### src/rtl/muldiv_ctrl_if.sv
// muldiv_ctrl_if
//   Bundles every non-clock/reset signal of muldiv_ctrl into one interface.
//   Signal names match the controller's port list.
//   Modports:
//     slave  - the controller: takes the EX request, the multiplier product and
//              the divider status; drives operands, stall/busy and HI/LO reads.
//     master - the surrounding logic (EX stage, multiplier, divider), which sees
//              the same signals with the opposite directions.
interface muldiv_ctrl_if;
  // EX-stage request
  logic        op_valid;
  logic [2:0]  op;
  logic [31:0] src1;
  logic [31:0] src2;
  logic        cancel;
  // multiplier
  logic        mul_signed_o;
  logic [31:0] mul_ina_o;
  logic [31:0] mul_inb_o;
  logic [63:0] mul_result_i;
  // divider
  logic        div_start_o;
  logic        div_signed_o;
  logic [31:0] div_opdata1_o;
  logic [31:0] div_opdata2_o;
  logic        div_annul_o;
  logic        div_ready_i;
  logic [63:0] div_result_i;
  // pipeline status and HI/LO read ports
  logic        stallreq_o;
  logic        busy_o;
  logic [31:0] hi_rdata_o;
  logic [31:0] lo_rdata_o;

  modport slave (
    input  op_valid, op, src1, src2, cancel,
    input  mul_result_i, div_ready_i, div_result_i,
    output mul_signed_o, mul_ina_o, mul_inb_o,
    output div_start_o, div_signed_o, div_opdata1_o, div_opdata2_o, div_annul_o,
    output stallreq_o, busy_o, hi_rdata_o, lo_rdata_o
  );

  modport master (
    output op_valid, op, src1, src2, cancel,
    output mul_result_i, div_ready_i, div_result_i,
    input  mul_signed_o, mul_ina_o, mul_inb_o,
    input  div_start_o, div_signed_o, div_opdata1_o, div_opdata2_o, div_annul_o,
    input  stallreq_o, busy_o, hi_rdata_o, lo_rdata_o
  );
endinterface

### src/rtl/muldiv_ctrl.sv
// muldiv_ctrl
//   Sequences the shared multiplier and the iterative divider for the EX
//   stage and owns the architectural HI/LO registers
//   (MULT/MULTU/DIV/DIVU/MTHI/MTLO).
//   Ports:
//     clk    - clock
//     resetn - asynchronous, active-low reset
//     bus    - muldiv_ctrl_if.slave: EX request (op_valid/op/src1/src2/cancel),
//              multiplier operands and product, divider start/annul/operands,
//              divider ready and result, stallreq_o, busy_o, HI/LO read data.
//   Parameters:
//     MUL_LAT - cycles from operands presented until mul_result_i is valid (>=1)
//     CNT_W   - latency counter width (2**CNT_W > MUL_LAT)
//   Optional build macro:
//     MULDIV_HILO_BYPASS_EN - when defined, hi_rdata_o/lo_rdata_o forward the
//     value being written this cycle; otherwise they show the registers only.
module muldiv_ctrl #(
  parameter int MUL_LAT = 2,
  parameter int CNT_W   = 3
) (
  input  logic clk,
  input  logic resetn,
  muldiv_ctrl_if.slave bus
);

  typedef enum logic [1:0] {IDLE, MUL_WAIT, DIV_WAIT, DONE} state_t;

  localparam logic [2:0] OP_MULT  = 3'd1;
  localparam logic [2:0] OP_MULTU = 3'd2;
  localparam logic [2:0] OP_DIV   = 3'd3;
  localparam logic [2:0] OP_DIVU  = 3'd4;
  localparam logic [2:0] OP_MTHI  = 3'd5;
  localparam logic [2:0] OP_MTLO  = 3'd6;

  state_t             state_q, state_d;
  logic [CNT_W-1:0]   cnt_q, cnt_d;
  logic [31:0]        opa_q, opa_d;
  logic [31:0]        opb_q, opb_d;
  logic               sgn_q, sgn_d;
  logic [31:0]        hi_q, hi_d;
  logic [31:0]        lo_q, lo_d;

  logic is_multicycle;
  logic accept;
  logic idle;

  assign idle          = (state_q == IDLE);
  assign is_multicycle = (bus.op >= OP_MULT) && (bus.op <= OP_DIVU);
  // resetn is folded in so that nothing is accepted (and no stall is asked
  // for) while reset is held, even if EX is still presenting an op.
  assign accept        = resetn & bus.op_valid & ~bus.cancel;

  always_comb begin
    state_d = state_q;
    cnt_d   = cnt_q;
    opa_d   = opa_q;
    opb_d   = opb_q;
    sgn_d   = sgn_q;
    hi_d    = hi_q;
    lo_d    = lo_q;
    if (bus.cancel) begin
      state_d = IDLE;
      cnt_d   = '0;
    end else begin
      case (state_q)
        IDLE: begin
          if (accept) begin
            case (bus.op)
              OP_MULT, OP_MULTU: begin
                opa_d   = bus.src1;
                opb_d   = bus.src2;
                sgn_d   = (bus.op == OP_MULT);
                cnt_d   = '0;
                state_d = MUL_WAIT;
              end
              OP_DIV, OP_DIVU: begin
                if (bus.src2 != 32'd0) begin
                  opa_d   = bus.src1;
                  opb_d   = bus.src2;
                  sgn_d   = (bus.op == OP_DIV);
                  state_d = DIV_WAIT;
                end else begin
                  // Divide by zero resolves here without the divider.
                  hi_d    = bus.src1;
                  lo_d    = 32'hFFFF_FFFF;
                  state_d = DONE;
                end
              end
              OP_MTHI: hi_d = bus.src1;
              OP_MTLO: lo_d = bus.src1;
              default: ;
            endcase
          end
        end
        MUL_WAIT: begin
          if (cnt_q == CNT_W'(MUL_LAT - 1)) begin
            {hi_d, lo_d} = bus.mul_result_i;
            cnt_d        = '0;
            state_d      = DONE;
          end else begin
            cnt_d = cnt_q + CNT_W'(1);
          end
        end
        DIV_WAIT: begin
          if (bus.div_ready_i) begin
            hi_d    = bus.div_result_i[63:32];
            lo_d    = bus.div_result_i[31:0];
            state_d = DONE;
          end
        end
        // EX advances during DONE; its op is still the one just finished.
        DONE: state_d = IDLE;
        default: state_d = IDLE;
      endcase
    end
  end

  always_ff @(posedge clk or negedge resetn) begin
    if (!resetn) begin
      state_q <= IDLE;
      cnt_q   <= '0;
      opa_q   <= '0;
      opb_q   <= '0;
      sgn_q   <= 1'b0;
      hi_q    <= '0;
      lo_q    <= '0;
    end else begin
      state_q <= state_d;
      cnt_q   <= cnt_d;
      opa_q   <= opa_d;
      opb_q   <= opb_d;
      sgn_q   <= sgn_d;
      hi_q    <= hi_d;
      lo_q    <= lo_d;
    end
  end

  // Operand registers keep their last value in IDLE; mask them so the units
  // see zeros whenever nothing is in flight.
  assign bus.mul_signed_o  = ~idle & sgn_q;
  assign bus.mul_ina_o     = idle ? 32'd0 : opa_q;
  assign bus.mul_inb_o     = idle ? 32'd0 : opb_q;
  assign bus.div_signed_o  = ~idle & sgn_q;
  assign bus.div_opdata1_o = idle ? 32'd0 : opa_q;
  assign bus.div_opdata2_o = idle ? 32'd0 : opb_q;

  assign bus.div_start_o = (state_q == DIV_WAIT) & ~bus.div_ready_i & ~bus.cancel;
  assign bus.div_annul_o = (state_q == DIV_WAIT) & bus.cancel;
  assign bus.busy_o      = ~idle;

  always_comb begin
    case (state_q)
      IDLE:     bus.stallreq_o = accept & is_multicycle;
      MUL_WAIT: bus.stallreq_o = 1'b1;
      DIV_WAIT: bus.stallreq_o = 1'b1;
      default:  bus.stallreq_o = 1'b0;
    endcase
  end

`ifdef MULDIV_HILO_BYPASS_EN
  // hi_d/lo_d equal the registers except in a write cycle, so they double as
  // the forwarded read value.
  assign bus.hi_rdata_o = hi_d;
  assign bus.lo_rdata_o = lo_d;
`else
  assign bus.hi_rdata_o = hi_q;
  assign bus.lo_rdata_o = lo_q;
`endif

endmodule

### src/flat_wrapper.sv
// flat-port wrapper written by rule: the top's interface ports become plain ports
module muldiv_ctrl_flat 
#(
  parameter int MUL_LAT = 2,
  parameter int CNT_W   = 3
)
  (clk, resetn, bus_op_valid, bus_op, bus_src1, bus_src2, bus_cancel, bus_mul_result_i, bus_div_ready_i, bus_div_result_i, bus_mul_signed_o, bus_mul_ina_o, bus_mul_inb_o, bus_div_start_o, bus_div_signed_o, bus_div_opdata1_o, bus_div_opdata2_o, bus_div_annul_o, bus_stallreq_o, bus_busy_o, bus_hi_rdata_o, bus_lo_rdata_o);
  muldiv_ctrl_if bus_i ();
  input  logic clk;
  input  logic resetn;
  input wire logic [$bits(bus_i.op_valid)-1:0] bus_op_valid;
  input wire logic [$bits(bus_i.op)-1:0] bus_op;
  input wire logic [$bits(bus_i.src1)-1:0] bus_src1;
  input wire logic [$bits(bus_i.src2)-1:0] bus_src2;
  input wire logic [$bits(bus_i.cancel)-1:0] bus_cancel;
  input wire logic [$bits(bus_i.mul_result_i)-1:0] bus_mul_result_i;
  input wire logic [$bits(bus_i.div_ready_i)-1:0] bus_div_ready_i;
  input wire logic [$bits(bus_i.div_result_i)-1:0] bus_div_result_i;
  output wire logic [$bits(bus_i.mul_signed_o)-1:0] bus_mul_signed_o;
  output wire logic [$bits(bus_i.mul_ina_o)-1:0] bus_mul_ina_o;
  output wire logic [$bits(bus_i.mul_inb_o)-1:0] bus_mul_inb_o;
  output wire logic [$bits(bus_i.div_start_o)-1:0] bus_div_start_o;
  output wire logic [$bits(bus_i.div_signed_o)-1:0] bus_div_signed_o;
  output wire logic [$bits(bus_i.div_opdata1_o)-1:0] bus_div_opdata1_o;
  output wire logic [$bits(bus_i.div_opdata2_o)-1:0] bus_div_opdata2_o;
  output wire logic [$bits(bus_i.div_annul_o)-1:0] bus_div_annul_o;
  output wire logic [$bits(bus_i.stallreq_o)-1:0] bus_stallreq_o;
  output wire logic [$bits(bus_i.busy_o)-1:0] bus_busy_o;
  output wire logic [$bits(bus_i.hi_rdata_o)-1:0] bus_hi_rdata_o;
  output wire logic [$bits(bus_i.lo_rdata_o)-1:0] bus_lo_rdata_o;
  assign bus_i.op_valid = bus_op_valid;
  assign bus_i.op = bus_op;
  assign bus_i.src1 = bus_src1;
  assign bus_i.src2 = bus_src2;
  assign bus_i.cancel = bus_cancel;
  assign bus_i.mul_result_i = bus_mul_result_i;
  assign bus_i.div_ready_i = bus_div_ready_i;
  assign bus_i.div_result_i = bus_div_result_i;
  assign bus_mul_signed_o = bus_i.mul_signed_o;
  assign bus_mul_ina_o = bus_i.mul_ina_o;
  assign bus_mul_inb_o = bus_i.mul_inb_o;
  assign bus_div_start_o = bus_i.div_start_o;
  assign bus_div_signed_o = bus_i.div_signed_o;
  assign bus_div_opdata1_o = bus_i.div_opdata1_o;
  assign bus_div_opdata2_o = bus_i.div_opdata2_o;
  assign bus_div_annul_o = bus_i.div_annul_o;
  assign bus_stallreq_o = bus_i.stallreq_o;
  assign bus_busy_o = bus_i.busy_o;
  assign bus_hi_rdata_o = bus_i.hi_rdata_o;
  assign bus_lo_rdata_o = bus_i.lo_rdata_o;
  muldiv_ctrl #(.MUL_LAT(MUL_LAT), .CNT_W(CNT_W)) u_core (.clk(clk), .resetn(resetn), .bus(bus_i));
endmodule
### config.mk
export PLATFORM = sky130hd
export DESIGN_NAME = muldiv_ctrl_flat
export DESIGN_NICKNAME = d
export VERILOG_FILES = /design/src/rtl/muldiv_ctrl_if.sv /design/src/rtl/muldiv_ctrl.sv /design/src/flat_wrapper.sv
export SDC_FILE = /design/constraint.sdc
export NUM_CORES = 1
export LEC_CHECK = 0
export CAP_MARGIN = 40
export CORE_AREA = 2 2 153 155
export DETAILED_ROUTE_END_ITERATION = 16
export DIE_AREA = 0 0 155 157
export GPL_TIMING_DRIVEN = 0
export PLACE_DENSITY_LB_ADDON = 0.1
export SYNTH_ARGS = -nofsm -noshare
export SYNTH_HDL_FRONTEND = slang
export SYNTH_SLANG_ARGS = --single-unit
### constraint.sdc
create_clock -name clk -period 3.46 [get_ports clk]
set_clock_uncertainty 0.2 [all_clocks]
set_input_delay 1.038 -clock clk [delete_from_list [all_inputs] [get_ports clk]]
set_output_delay 1.038 -clock clk [all_outputs]
set_load 0.05 [all_outputs]
==> results.yml, run 1 <==
worst_hold_path:
  min-delay-start: "u_core.opb_q[7]"
  holdPathEnd: "u_core.opb_q[7]"
  holdPathStages: 1
  worst_hold_path_type: "reg2reg"
setup_path:
  worstReg2RegStart: "u_core.state_q[0]"
  start_kind: "primary input"
  worstReg2RegEnd: "u_core.bus.hi_rdata_o[4]"
  critPathCaptureType: "primary output"
  worst-setup-path-type: "in2out"
  required_ns: 2.22
  path_max_fanout: 9
  reg2reg_slack_ns: 0.63
  ff2ff_path_depth: 7
  arrival_ns: 2.21
yosys:
  ys_ff_latch: 134
  ys_types: 37
  ys_seq_area_share_pct: 44.8
  synthCells: 714
  synth_edf_count: 0
  yosysWarnings: 0
  syn_nets: 919
  yosysMostFrequentCell: "dfrtp_1"
  synth_top_area_share_pct: 44.8
  synth_flop_cell: "dfrtp_1"
  netlist_area_um2: 7480
  syn_avg_cell_area_um2: 10.5
  yosysTopAreaCell: "dfrtp_1"
  async_reset_ff_share_pct: 100
  yosys-top-cells-count: "dfrtp_1, mux2_2, nor2_1"
  yosys-top-cells-area: "dfrtp_1, mux2_2, buf_4, a22oi_1, nor2b_1"
detailed_routing:
  drc: 0
  viasPerCell: 4.88
  post_drt_wl_per_cell_um: 19.9
  drtPass1Iterations: 6
  top_layer: "met4"
  ant_nets: 0
  wl_met3_um: 1860
  drt_wl_total_um: 28400
  dr.first_iter.drc_count: 225
  met1_length_um: 11600
  dr_wl_met2_um: 14300
  vias: 6977
sta:
  timing.slew.headroom_pct: 52.4
  rsz0062_at_grt: "true"
  clock.fmax_mhz: 290
  hold_viol: 0
  final_max_slew_viol_count: 0
  worst_pin_slew_ns: 0.713
  period_share_pct: 99.6
  setup_viol: 0
  hold_ws_ns: 0.283
  finalCriticalPeriod_ns: 3.45
  final.setup.worst_slack_ns: 0.0148
grt:
  grt_max_degree: 36
  grt_pass1_vias: 7125
  antenna_found_initial: 0
  grt-ovfl-total: 0
  grt_pass1_wl_um: 42000
  track_usage_pct: 23.0
cells_and_area:
  nets: 1338
  fill_cells: 2096
  final_area_um2: 12400
  drive_above_1_share_pct: 34.3
  register_area_um2: 3350
  final_core_util_pct: 55.0
  areaGrowthSynthToFinish_pct: 65.5
  multi_input_area_um2: 3470
die:
  die_area_um2: 24300
  core_area_um2: 22500
  ios: 398
  start_util_pct: 33.2
  die_h_um: 157
  rows: 55
  fp.dieW_um: 155
clock_tree:
  cts_made_buffers: 17
  clock_sinks: 134
  cts_tree: "done"
  root_buffer: "clkbuf_16"
  cts_max_level: 4
  cts_buffer_depth: 2
  cts_hold_buffers: 0
  clkSlewWorstSetupHoldPaths_ns: 0.06
  worstSkewPairLatency_ns: 0.42
placement:
  hpwl_um: 21700
  place_congestion: 0.812
  portBuffers: 395
  dpl_cell_area_um2: 11800
  dp_slack_ns: -1.52
power_and_ir_drop:
  vdd_drop_max_mv: 0.548
  p_leak_uw: 0.00524
  power-per-cell-area_nw_per_um2: 1070
outcome:
  status: "complete, no violations"
job:
  maxCapViolCount: 0
cells in the final DEF, fill, tap and decap left out, types with 10 or more instances in the layout:
master	synthesis	routed
a21oi_1	66	66
a22oi_1	64	64
buf_2	6	57
buf_4	66	80
clkbuf_1	32	21
clkbuf_16	0	17
clkbuf_2	0	16
clkdlybuf4s15_2	0	39
clkdlybuf4s50_1	0	258
dfrtp_1	134	134
dlygate4sd2_1	0	15
mux2_2	122	122
nor2_1	72	70
nor2b_1	66	55
nor2b_2	0	10
cell families (layout without fill, tap and decap cells):
group / Yosys count / after routing / synth area share (%)
AND/OR/NAND/NOR: 171 / 171 / 11.7
AO/OA/AOI/OAI: 155 / 155 / 13.2
flip-flops: 134 / 134 / 44.8
multiplexers: 128 / 128 / 19.3
buffers and inverters: 120 / 551 / 10.0
adder cells (fa/ha/maj): 5 / 5 / 0.836
XOR/XNOR: 1 / 1 / 0.117
other: 0 / 1 / 0
critical path, cell delays in order:
cell and delay [ns]:
dlygate4sd2_1 0.33, o21a_1 0.18, nor4_4 0.32, nor2_2 0.08, nor2_4 0.11, buf_8 0.15
worst max path at each step:
stage	start	endpoint	slack [ns]	cells after the start
after floorplan	u_core.state_q[0]	bus_mul_ina_o[0]	-0.07	7
after global placement	resetn	bus_stallreq_o	-6.70	6
after detailed placement	resetn	bus_stallreq_o	-1.52	7
after CTS	resetn	bus_stallreq_o	-0.13	7
after global routing	bus_op[2]	bus_stallreq_o	-0.02	6
final	bus_op[2]	bus_stallreq_o	0.01	6
metal layers:
layer	up-vias	track usage, %
li1	3294	-
met1	3396	28.4
met2	251	39.7
met3	36	5.18
met4	0	7.89
met5	-	0
registers in the layout, indices dropped and copies added, names as in the netlist:
signal	count
u_core.cnt_q	3
u_core.state_q	2
u_core.opb_q	32
u_core.bus.hi_rdata_o	32
u_core.opa_q	32
u_core.bus.lo_rdata_o	32
u_core.sgn_q	1
where the power goes:
| part | total, µW | leakage, µW | internal, µW | switching [µW] |
|---|---|---|---|---|
| combinational | 8640 | 0.00338 | 3030 | 5610 |
| sequential | 2680 | 0.00156 | 2320 | 354 |
| clock | 1940 | 0.000305 | 1210 | 731 |
| total | 13300 | 0.00524 | 6570 | 6690 |
through the flow:
step / TNS [ns] / instances / total power [µW]
2_1_floorplan: -3.45 / 714 / 8560
4_1_cts: -0.128 / 1431 / 13400
3_5_place_dp: -125.49 / 1395 / 11600
5_1_grt: -0.0428 / 1430 / 13900
6_report: 0 / 1431 / 13300
3_3_place_gp: -1420.45 / 1394 / 11500
timing repair:
action | CTS | global route
setup endpoints to repair | 194 | 158
resized for setup | 496 | 67
cloned | 2 | 0
pin swaps | 2 | 2
setup buffers | 4 | 0
layout make-up:
class / count / share of cell area, %
sequential: 134 / 27.1
inverter: 5 / 0.152
tap: 285 / 2.88
clock inverter: 14 / 1.63
buffer: 114 / 6.31
clock buffer: 17 / 3.44
multi-input combinational: 460 / 28.0
antenna: 1 / 0.0202
timing repair buffer: 401 / 30.4
(Power assumes the default switching activity.)
==> run 2: changes to the inputs <==
- SETUP_SLACK_MARGIN: unset -> 0.5
==> run 2 against run 1 <==
Compared with the run above: cell count increased by 3.6%; combinational power increased by 33%; register-to-register slack improved by 0.07 ns; sequential power increased by 3%; count of clock-buffer cells in the layout increased by 1; routed wire length increased by 11%; first-iteration DRC count increased by 74%; final area increased by 22%; critical path type unchanged; critical endpoint unchanged.
==> results.yml, run 2 (synthesis gave the netlist of run 1 again) <==
outcome:
  status: "complete, no violations"
cells_and_area:
  drive_above_1_share_pct: 46.3
  final_area_um2: 15100
  nets: 1389
  layout_common_cells: "clkdlybuf4s50_1, dfrtp_1, buf_8"
  areaGrowthSynthToFinish_pct: 102
  diodes: 0
  final_common_cell: "clkdlybuf4s50_1"
  stdcell_count: 1482
power_and_ir_drop:
  seqPwrFrac_pct: 16.9
  intPower_uw: 8740
  netSwitchingFraction_pct: 46.3
  vdd_drop_max_mv: 0.533
  power_frac_comb_pct: 71.0
  p_total_uw: 16300
  p_switching_uw: 7530
  p_leak_uw: 0.00672
  clkPwrFrac_pct: 12.1
  power-per-cell-area_nw_per_um2: 1080
clock_tree:
  cts_hold_buffers: 0
  cts_buffer_depth: 2
  root_buffer: "clkbuf_16"
  clock_sinks: 134
  cts_tree: "done"
  cts_made_buffers: 17
  worstSkewPairLatency_ns: 0.41
  cts_max_level: 4
  clkSlewWorstSetupHoldPaths_ns: 0.06
detailed_routing:
  dr_wl_met2_um: 16200
  met1_length_um: 12700
  ant_nets: 0
  vias: 7340
  top_layer: "met4"
  post_drt_wl_per_cell_um: 21.2
  drc: 0
  drtPass1Iterations: 4
  wl_met3_um: 1750
  dr.first_iter.drc_count: 392
  drt_wl_total_um: 31400
  viasPerCell: 4.95
die:
  die_h_um: 157
  ios: 398
  start_util_pct: 33.2
  core_area_um2: 22500
  die_area_um2: 24300
  fp.dieW_um: 155
  rows: 55
setup_path:
  critical-path-slowest-cell: "nor4_4"
  slowest_delay_ns: 0.32
  critical_path_buf_inv_count: 2
  required_ns: 2.22
  path_max_fanout: 3
  crit_family: "simple AND/OR/NAND/NOR gates"
  worstPathCellList: "buf_12, o21a_4, nor4_4, nor2_2, nor2_4, buf_8"
  critPathCaptureType: "primary output"
  start_kind: "primary input"
  arrival_ns: 2.01
  worst-setup-path-type: "in2out"
sta:
  clock.fmax_mhz: 308
  setup_viol: 0
  final_max_slew_viol_count: 0
  final.setup.worst_slack_ns: 0.211
  period_share_pct: 93.9
  timing.slew.headroom_pct: 48.9
  rsz0062_at_grt: "true"
  setup_tns_ns: 0
  hold_viol: 0
  worst_pin_slew_ns: 0.767
  finalCriticalPeriod_ns: 3.25
placement:
  dpl_cell_area_um2: 12700
  portBuffers: 395
  hpwl_um: 22100
  dp.cells: 1396
  place_congestion: 0.839
  dp_slack_ns: -1.39
worst_hold_path:
  worst_hold_path_type: "in2async"
job:
  maxCapViolCount: 0
grt:
  grt_pass1_wl_um: 45300
  grt_pass1_vias: 7598
  grt-ovfl-total: 0
  grt_max_degree: 52
  antenna_found_initial: 0
  track_usage_pct: 24.8
[run 2: cell count changes in the layout (fill, tap and decap cells not counted), sizes merged, moves of 2 or more]
| cell | delta |
|---|---|
| buf | +117 |
| clkdlybuf4s15 | -35 |
| clkdlybuf4s50 | -33 |
| dlygate4sd2 | -15 |
| dlymetal6s2s | +11 |
| clkbuf | +10 |
| clkdlybuf4s18 | -4 |
| clkinv | -3 |
| clkinvlp | +2 |
[run 2: cell type report]
type                            count  area [µm²]
Buffer                            115        1230
Clock buffer                       18         429
Clock inverter                     14         200
Fill cell                        1710        7370
Inverter                            5        18.8
Multi-Input combinational cell    460        4300
Sequential cell                   134        3350
Tap cell                          285         357
Timing Repair Buffer              451        5240
[run 2: final timing paths]
kind | start | end | slack (ns) | cells past startpoint
max | bus_op[1] | bus_stallreq_o | 0.21 | 6
min | resetn | u_core.opa_q[29] | 0.23 | 1
max reg2reg | u_core.state_q[1] | u_core.bus.hi_rdata_o[1] | 0.70 | 7
min reg2reg | u_core.bus.hi_rdata_o[31] | u_core.bus.hi_rdata_o[31] | 0.30 | 1
max in group asynchronous | resetn | u_core.bus.lo_rdata_o[29] | 2.37 | 2
min in group clk | u_core.bus.hi_rdata_o[31] | u_core.bus.hi_rdata_o[31] | 0.30 | 1
[run 2: layer usage]
metal	vias to the layer above	GRT usage (%)
li1	3416	-
met1	3599	30.2
met2	280	43.8
met3	45	5.23
met4	0	8.42
met5	-	0
[run 2: timing repair]
item | 4_1_cts | 5_1_grt
setup buffers | 21 | 20
pin swaps | 18 | 20
gates resized for setup | 977 | 310
endpoints found under the setup margin | 262 | 263
cloned | 10 | 3
[run 2: power groups by stage]
stage	clock network [µW]	logic, µW	registers [µW]
floorplan	0	5600	3940
global placement	0	9830	2710
detailed placement	0	9890	2740
CTS	2000	10600	2730
global route	2080	12000	2850
finish	1970	11500	2750
[run 2: per-stage QoR]
stage	utilization [%]	hold WS, ns
global placement	56.4	0.285
floorplan	-	0.268
CTS	62.8	0.212
finish	67.2	0.229
detailed placement	56.6	0.292
global route	67.2	0.207
